**config.mk**
```make
export PLATFORM = sky130hd
export DESIGN_NAME = conv_phase_center_apply
export DESIGN_NICKNAME = d
export VERILOG_FILES = /design/src/rtl/conv_phase_center_apply.sv
export SDC_FILE = /design/constraint.sdc
export NUM_CORES = 2
export LEC_CHECK = 0
export ABC_AREA = 1
export ABC_CLOCK_PERIOD_IN_PS = 8150
export BUFFER_PORTS_ARGS = -buffer_cell sky130_fd_sc_hd__buf_2
export CAP_MARGIN = 20
export CORE_ASPECT_RATIO = 1.75
export CORE_MARGIN = 3
export CORE_UTILIZATION = 35
export CTS_CLUSTER_DIAMETER = 80
export CTS_CLUSTER_SIZE = 40
export DETAILED_ROUTE_END_ITERATION = 7
export PLACE_DENSITY = 0.55
export SLEW_MARGIN = 20
export SYNTH_ARGS = -nofsm -noshare
export SYNTH_HDL_FRONTEND = slang
export SYNTH_SLANG_ARGS = --single-unit
```
**constraint.sdc**
```tcl
create_clock -name user_clk -period 8.15 [get_ports user_clk]
set_input_delay 1.63 -clock user_clk [delete_from_list [all_inputs] [get_ports user_clk]]
set_output_delay 1.63 -clock user_clk [all_outputs]
set_load 0.02 [all_outputs]
```
**src/rtl/conv_phase_center_apply.sv**
```systemverilog
// conv_phase_center_apply
// Decodes the conv_phase_centers register word into per-channel phase-center
// table writes and subtracts the stored center from the channelised phase
// stream (modulo 2^PHASE_W). Fixed 2-cycle stream latency, no stalls.
// Optional clear sweep enabled by defining CONV_PHASE_CENTER_CLEAR_EN.
//
// state | meaning
// IDLE  | waiting for a stable toggle change (or clear edge)
// WRITE | one-cycle hold after a table write was issued
// CLEAR | sweeping zeros into entries 0..NCHAN-1 (feature build only)
module conv_phase_center_apply #(
  parameter int NCHAN   = 256,
  parameter int CHAN_W  = 8,
  parameter int PHASE_W = 16
) (
  input  logic               user_clk,
  input  logic               user_rst,
  input  logic [31:0]        reg_word,
  input  logic [PHASE_W-1:0] phase_in,
  input  logic [CHAN_W-1:0]  phase_chan,
  input  logic               phase_valid,
  input  logic               phase_sync,
  output logic [PHASE_W-1:0] phase_out,
  output logic [CHAN_W-1:0]  out_chan,
  output logic               out_valid,
  output logic               out_sync,
  output logic [15:0]        load_count,
  output logic               busy
);

`ifdef CONV_PHASE_CENTER_CLEAR_EN
  typedef enum logic [1:0] {IDLE, WRITE, CLEAR} state_t;
`else
  typedef enum logic [1:0] {IDLE, WRITE} state_t;
`endif

  state_t state, state_nxt;

  logic [31:0]        w1, w2;
  logic               tog_ref;
  logic               stable;
  logic               tog_chg;
  logic               accept;
  logic               wr_en;
  logic [CHAN_W-1:0]  wr_addr;
  logic [PHASE_W-1:0] wr_data;

  logic [PHASE_W-1:0] table_mem [NCHAN];
  logic [PHASE_W-1:0] center_rd;
  logic [PHASE_W-1:0] phase_d;
  logic [CHAN_W-1:0]  chan_d;
  logic               valid_d;
  logic               sync_d;

  // The whole word must match across both capture stages before it counts.
  assign stable  = (w1 == w2);
  assign tog_chg = stable && (w2[31] != tog_ref);

`ifdef CONV_PHASE_CENTER_CLEAR_EN
  logic              clr_ref;
  logic              clr_start;
  logic [CHAN_W-1:0] clr_cnt;

  assign clr_start = stable && w2[30] && !clr_ref;
  assign busy      = (state == CLEAR);

  // Clear-request edge reference and sweep down-counter (address = ~count).
  always_ff @(posedge user_clk or posedge user_rst) begin
    if (user_rst) begin
      clr_ref <= 1'b0;
      clr_cnt <= '0;
    end else begin
      if (stable) clr_ref <= w2[30];
      if (state == IDLE && clr_start) clr_cnt <= '1;
      else if (state == CLEAR)        clr_cnt <= clr_cnt - 1'b1;
    end
  end
`else
  assign busy = 1'b0;
`endif

  // Double-capture of the register word, toggle reference and write count.
  always_ff @(posedge user_clk or posedge user_rst) begin
    if (user_rst) begin
      w1         <= '0;
      w2         <= '0;
      tog_ref    <= 1'b0;
      load_count <= '0;
      state      <= IDLE;
    end else begin
      w1    <= reg_word;
      w2    <= w1;
      state <= state_nxt;
      if (accept) begin
        tog_ref    <= w2[31];
        load_count <= load_count + 16'd1;
      end
    end
  end

  // Next-state and table-write port selection; clear wins over a toggle.
  always_comb begin
    state_nxt = state;
    accept    = 1'b0;
    wr_en     = 1'b0;
    wr_addr   = w2[CHAN_W+15:16];
    wr_data   = w2[PHASE_W-1:0];
    case (state)
      IDLE: begin
`ifdef CONV_PHASE_CENTER_CLEAR_EN
        if (clr_start) state_nxt = CLEAR;
        else
`endif
        if (tog_chg) begin
          state_nxt = WRITE;
          accept    = 1'b1;
          wr_en     = 1'b1;
        end
      end
      WRITE: state_nxt = IDLE;
`ifdef CONV_PHASE_CENTER_CLEAR_EN
      CLEAR: begin
        wr_en   = 1'b1;
        wr_addr = ~clr_cnt;
        wr_data = '0;
        if (clr_cnt == '0) state_nxt = IDLE;
      end
`endif
      default: state_nxt = IDLE;
    endcase
  end

  // Center table; contents intentionally survive reset.
  always_ff @(posedge user_clk) begin
    if (wr_en) table_mem[wr_addr] <= wr_data;
  end

  // Stream stage 1: table read with write-first bypass, input registration.
  always_ff @(posedge user_clk or posedge user_rst) begin
    if (user_rst) begin
      center_rd <= '0;
      phase_d   <= '0;
      chan_d    <= '0;
      valid_d   <= 1'b0;
      sync_d    <= 1'b0;
    end else begin
      center_rd <= (wr_en && (wr_addr == phase_chan)) ? wr_data : table_mem[phase_chan];
      phase_d   <= phase_in;
      chan_d    <= phase_chan;
      valid_d   <= phase_valid;
      sync_d    <= phase_sync;
    end
  end

  // Stream stage 2: modular subtraction, qualifiers delayed alongside.
  always_ff @(posedge user_clk or posedge user_rst) begin
    if (user_rst) begin
      phase_out <= '0;
      out_chan  <= '0;
      out_valid <= 1'b0;
      out_sync  <= 1'b0;
    end else begin
      phase_out <= phase_d - center_rd;
      out_chan  <= chan_d;
      out_valid <= valid_d;
      out_sync  <= sync_d;
    end
  end

endmodule

```
== Word-level counts from Yosys, hierarchy flattened ==
Memories as Yosys holds them, arrays and structs flattened. A register that Yosys moved wholly into a read port is not among the register bits.
Cells that the tools add are included.
Word-level totals
  flip-flop bits (word level): 135
  latch bits: 0
  memory bits (writable): 4096
  bits in read-only memories: 0
  logic and storage cells: 27
  memories: 1
Cells by class
  add/subtract/negate cells: 2
  multipliers: 0
  div/mod/pow operators: 0
  magnitude comparators: 0
  equality and inequality tests: 3
  shifts and indexed selects: 0
  multiplexer cells: 6
  bitwise gates (word level): 0
  reductions and logical operators: 2
Memory list
  table_mem: words 256, width 16, read ports 1, clocked after Yosys merged registers in 1, write ports 1, line 48  | logic [PHASE_W-1:0] table_mem [NCHAN];
Operators with widths (count)
  equality test 32 bit: 1
  adder 16 x 1 -> 16 bit, second input constant: 1
  subtractor 16 bit: 1
  two-way mux 1 bit: 4
  two-way mux 2 bit: 2
  zero test 2 bit: 1
  inequality test 2 bit, second input constant: 1
  logical AND 1 bit: 1
  inequality test 1 bit: 1

== Depth between registers and ports, before layout ==
  word-level depth: 6
  mapped depth: 16
  gate-level depth less buffers: 13

== Worst setup path before layout ==
OpenSTA, ideal clock, no wires.
  kind: register -> register
  start: register w2[8]
  end: memory table_mem[105][0], enable pin
  setup time: 0.388 ns
  data arrival time: 5.564 ns
  data required time: 7.762 ns
  path slack: 2.197 ns
  stages on the path, launching flop included: 13
  clock period less this slack: 5.953 ns
  cells stage by stage: dfrtp_1 > inv_1 > nand2_1 > inv_1 > nor4_1 > nand2_1 > nor2_1 > nand4_1 > nor2_4 > buf_8 > nand4_4 > buf_2 > nor2_1
On the way
  word-level cells in the longest chain between the ends: 6
RTL lines
  from (decl): line 39  | logic [31:0] w1, w2;
  from (signal assigned): line 92  | w2 <= w1;
  equality test 32 bit: line 56  | assign stable = (w1 == w2);
  logical AND 1 bit: line 57  | assign tog_chg = stable && (w2[31] != tog_ref);
  two-way mux 1 bit: line 114  | if (tog_chg) begin
  two-way mux 1 bit: line 108  | case (state)
  two-way mux 1 bit: line 135  | if (wr_en) table_mem[wr_addr] <= wr_data;
  two-way mux 1 bit (implied by the code): line 135
  to (decl): line 48
Every way passes these cells.

== Final worst setup path ==
  start: register w2[17]
  end: memory table_mem[3][9], enable pin
On the way
  word-level cells in the longest chain between the ends: 6
RTL lines (line)
  equality test 32 bit: 56
  logical AND 1 bit: 57
  two-way mux 1 bit: 114
  two-way mux 1 bit: 108
  two-way mux 1 bit: 135
  two-way mux 1 bit (implied by the code): 135
Parallel ways exist; a longest one is shown, timed or not.

==> run summary <==
The total of endpoints with negative setup slack in the final report came out at 0. The sink count of the clock tree came out at 4246. The static leakage power came out at 0.0632 uW.

The average size of a mapped cell came out at 12.0 sq um. The worst setup skew after layout came out at 0.0937 ns. The row count came out at 338. The min-delay analysis places its worst path in the category flip-flop to flip-flop. The final RePlAce weighted congestion is 0.892.

The die area is 0.495 sq mm. After detailed routing, the average wire length per cell comes to 27.2 microns. The cell area after synthesis is 0.170 sq mm. The area occupied by registers is 0.127 sq mm. The biggest area contributor in the post-synthesis netlist is sky130_fd_sc_hd__edfxtp_1. The sum of negative setup slack came out at 0 ns. The minimum period implied by the final worst setup slack is 5.55 ns. The number of global-route vias before repair came out at 104813.

The count of warnings emitted by yosys is 0. Of the available clock period, the critical path in the final layout requires 0.680. The clock root buffer master is sky130_fd_sc_hd__clkbuf_16. The worst setup path is captured at a flip-flop. The quantity of hold-fixing buffers added after cts came out at 0. The number of detailed-route iterations in the first pass came out at 5.

The sequential share of the synthesized area is 0.745. The post-synthesis cell type count is 35. The post-synth net total came out at 14222. For this run, the total global-route usage over all layers was measured as 0.218.

The max-slew violation count is 0. The number of primary I/O pins came out at 103. The first global-routing pass estimated 786000 microns of wire.

TritonCTS built the clock tree. Setup repair after global routing left no endpoint under its margin. The initial core utilization came out at 0.351.

The register bit count reported by yosys came out at 4246. The number of vias after detailed routing came out at 110191. The worst max-slew margin expressed relative to the limit came out at 0.0787. The routed wire length came out at 558000 microns. The area growth from synthesis to layout is 8.55%. The slew at the pin closest to its max-slew limit came out at 1.38 ns.

The data arrival time at the worst-slack endpoint is 6.15 ns. The overall power of the completed layout is 37900 uW. The initial antenna violation count came to 16. The worst setup path is of the flip-flop to flip-flop kind. The mean number of vias per cell came out at 5.37. The clock tree synthesis step divided the H-tree into 4 levels. The estimated wirelength of the detail-placed design is 338000 microns. STA classifies the critical path startpoint as a flip-flop. In this run the post-CTS setup repair buffer count came out at 0. The number of cells upsized or downsized after cts came out at 0. The number of cells produced by synthesis is 14145. The required time at the worst-slack endpoint is 8.76 ns. After clock tree synthesis, the clock-pin slew on the worst setup and hold paths is 0.15 ns. The worst-case IR drop observed on VDD is 206 uV.

The total congestion overflow came out at 0. The core box area is 0.484 sq mm. The reg2reg setup slack is 2.60 ns.

The die is 533 microns wide. The area of the multi-input gates is 0.0393 sq mm. The number of buffers on the longest clock path is 4. TritonCTS created 146 clock buffers. The power density normalized to cell area is 205 mW/mm^2. The area fraction of the dominant cell type after synthesis came out at 0.723. The maximum fanout along the worst path is 16. The remaining routing DRC violations is 0.

For this block, the initial DRC count from the detailed router was 12121. The y dimension of the die is 928 microns. The count of endpoints failing hold in the final timing report is 0. The final net count came out at 14030. The number of port buffers came out at 101. The count of maximum capacitance violations came out at 0.

The pin count of the biggest net entering global routing is 156. Fill cells in the final layout number 46069. The upper clock frequency limit is 180 MHz. Ranked by total cell area, the synthesized netlist is headed by sky130_fd_sc_hd__edfxtp_1 72%, sky130_fd_sc_hd__nand3_1 12%, sky130_fd_sc_hd__nand2_1 9.4%. At the later pin of the worst-skew pair, clock insertion delay measures 0.99 ns. The run finished with clean final reports. The fraction of layout instances using a drive strength above 1 came out at 0.0632. The number of nets still failing antenna checks after routing came out at 0.
-- per-layer routing --
metal | vias to the layer above | wire, microns | GRT usage
met5 | - | 28 | 0
met4 | 4 | 49100 | 0.160
met3 | 921 | 27900 | 0.0187
met2 | 3844 | 280000 | 0.377
met1 | 55797 | 201000 | 0.253
li1 | 49625 | - | -
-- power breakdown --
part | switching (uW) | total (uW) | internal (uW)
clock | 6920 | 10800 | 3900
sequential | 169 | 24100 | 24000
combinational | 2330 | 2990 | 665
total | 9420 | 37900 | 28500
-- Yosys cell counts --
library cell / instances
sky130_fd_sc_hd__or2_2: 9
sky130_fd_sc_hd__o21a_1: 1
sky130_fd_sc_hd__a2111oi_4: 1
sky130_fd_sc_hd__fa_1: 1
sky130_fd_sc_hd__xor2_1: 25
sky130_fd_sc_hd__nor3_1: 19
sky130_fd_sc_hd__nor4_1: 10
sky130_fd_sc_hd__ha_1: 16
sky130_fd_sc_hd__nor3b_1: 1
sky130_fd_sc_hd__nor2_1: 297
sky130_fd_sc_hd__nand3_1: 4100
sky130_fd_sc_hd__a21oi_1: 16
sky130_fd_sc_hd__nand3b_1: 2
sky130_fd_sc_hd__conb_1: 1
sky130_fd_sc_hd__buf_4: 1
sky130_fd_sc_hd__dfrtp_1: 150
sky130_fd_sc_hd__buf_6: 2
sky130_fd_sc_hd__nand2_1: 4271
sky130_fd_sc_hd__edfxtp_1: 4096
sky130_fd_sc_hd__a21boi_0: 2
sky130_fd_sc_hd__buf_1: 162
sky130_fd_sc_hd__nand4_4: 16
sky130_fd_sc_hd__buf_8: 1
sky130_fd_sc_hd__clkbuf_1: 633
sky130_fd_sc_hd__buf_2: 149
sky130_fd_sc_hd__o2111ai_1: 2
sky130_fd_sc_hd__nor2_4: 1
sky130_fd_sc_hd__o31ai_1: 1
sky130_fd_sc_hd__inv_12: 1
sky130_fd_sc_hd__nand4_1: 21
sky130_fd_sc_hd__xnor2_1: 18
sky130_fd_sc_hd__inv_1: 94
sky130_fd_sc_hd__and2_1: 1
sky130_fd_sc_hd__o21ai_0: 19
sky130_fd_sc_hd__inv_2: 5
-- critical path, cell delays in order (launching register included) --
cell	delay [ns]
sky130_fd_sc_hd__dfrtp_1	0.89
sky130_fd_sc_hd__inv_2	0.37
sky130_fd_sc_hd__nand2_1	0.27
sky130_fd_sc_hd__nand4_1	0.11
sky130_fd_sc_hd__nor3_1	0.25
sky130_fd_sc_hd__nand4_1	0.19
sky130_fd_sc_hd__nor2_4	0.65
sky130_fd_sc_hd__buf_4	0.36
sky130_fd_sc_hd__nand4_4	0.74
sky130_fd_sc_hd__nor2_1	0.96
sky130_fd_sc_hd__buf_4	0.33
-- final timing paths --
path,start,endpoint,cells after the start
max,w2[17]$_DFF_PP0_,table_mem[3][9]$_DFFE_PP_,10
min,chan_d[7]$_DFF_PP0_,out_chan[7]$_DFF_PP0_,0
max reg2reg,w2[17]$_DFF_PP0_,table_mem[3][9]$_DFFE_PP_,10
min reg2reg,chan_d[7]$_DFF_PP0_,out_chan[7]$_DFF_PP0_,0
max in group asynchronous,user_rst,phase_out[11]$_DFF_PP0_,3
min in group asynchronous,user_rst,center_rd[12]$_DFF_PP0_,2
-- per-stage QoR --
stage	utilization	setup slack, ns	instances	hold slack, ns	area (sq um)
after global routing	0.381	2.45	20506	0.370	185000
after detailed placement	0.371	2.66	20265	0.335	180000
after floorplan	-	2.20	14145	0.331	170000
after global placement	0.371	2.67	20261	0.331	180000
final	0.381	2.60	20508	0.350	185000
after CTS	0.381	2.63	20505	0.354	185000
-- cell type report --
type                            count  area share
Antenna cell                        3   0.0000406
Multi-Input combinational cell   8851       0.213
Inverter                          100     0.00233
Clock inverter                     74     0.00598
Tap cell                         6460      0.0438
Clock buffer                      166      0.0210
Timing Repair Buffer              608      0.0278
Sequential cell                  4246       0.687
-- cell usage in the layout, fill, tap and decap left out, drive strengths merged, types with 18 or more instances in the layout --
master  instances
clkinv         43
inv           120
xor2           25
nand2        4271
o21ai          19
nor3           19
xnor2          18
clkbuf        166
buf           608
nand3        4100
nand4          37
nor2          298
edfxtp       4096
dfrtp         150
-- flip-flops by register name, summed over array words and instances, names as in the netlist --
name,cells
chan_d,8
phase_out,16
phase_d,16
w2,32
out_sync,1
table_mem,4096
tog_ref,1
w1,32
center_rd,16
state,1
out_chan,8
load_count,16
out_valid,1
sync_d,1
valid_d,1
-- cell families (layout without fill, tap and decap cells) --
group	Yosys count	count (layout)	share of synthesized area
other	1	4	0.0000220
adders and majority gates	17	17	0.00129
buffers and inverters	1048	948	0.0245
and+or+nand+nor	8748	8748	0.226
xor gates and xnor gates	43	43	0.00221
AOI/OAI and AO/OA	42	42	0.00147
DFF	4246	4246	0.745
(Power assumes the default switching activity.)
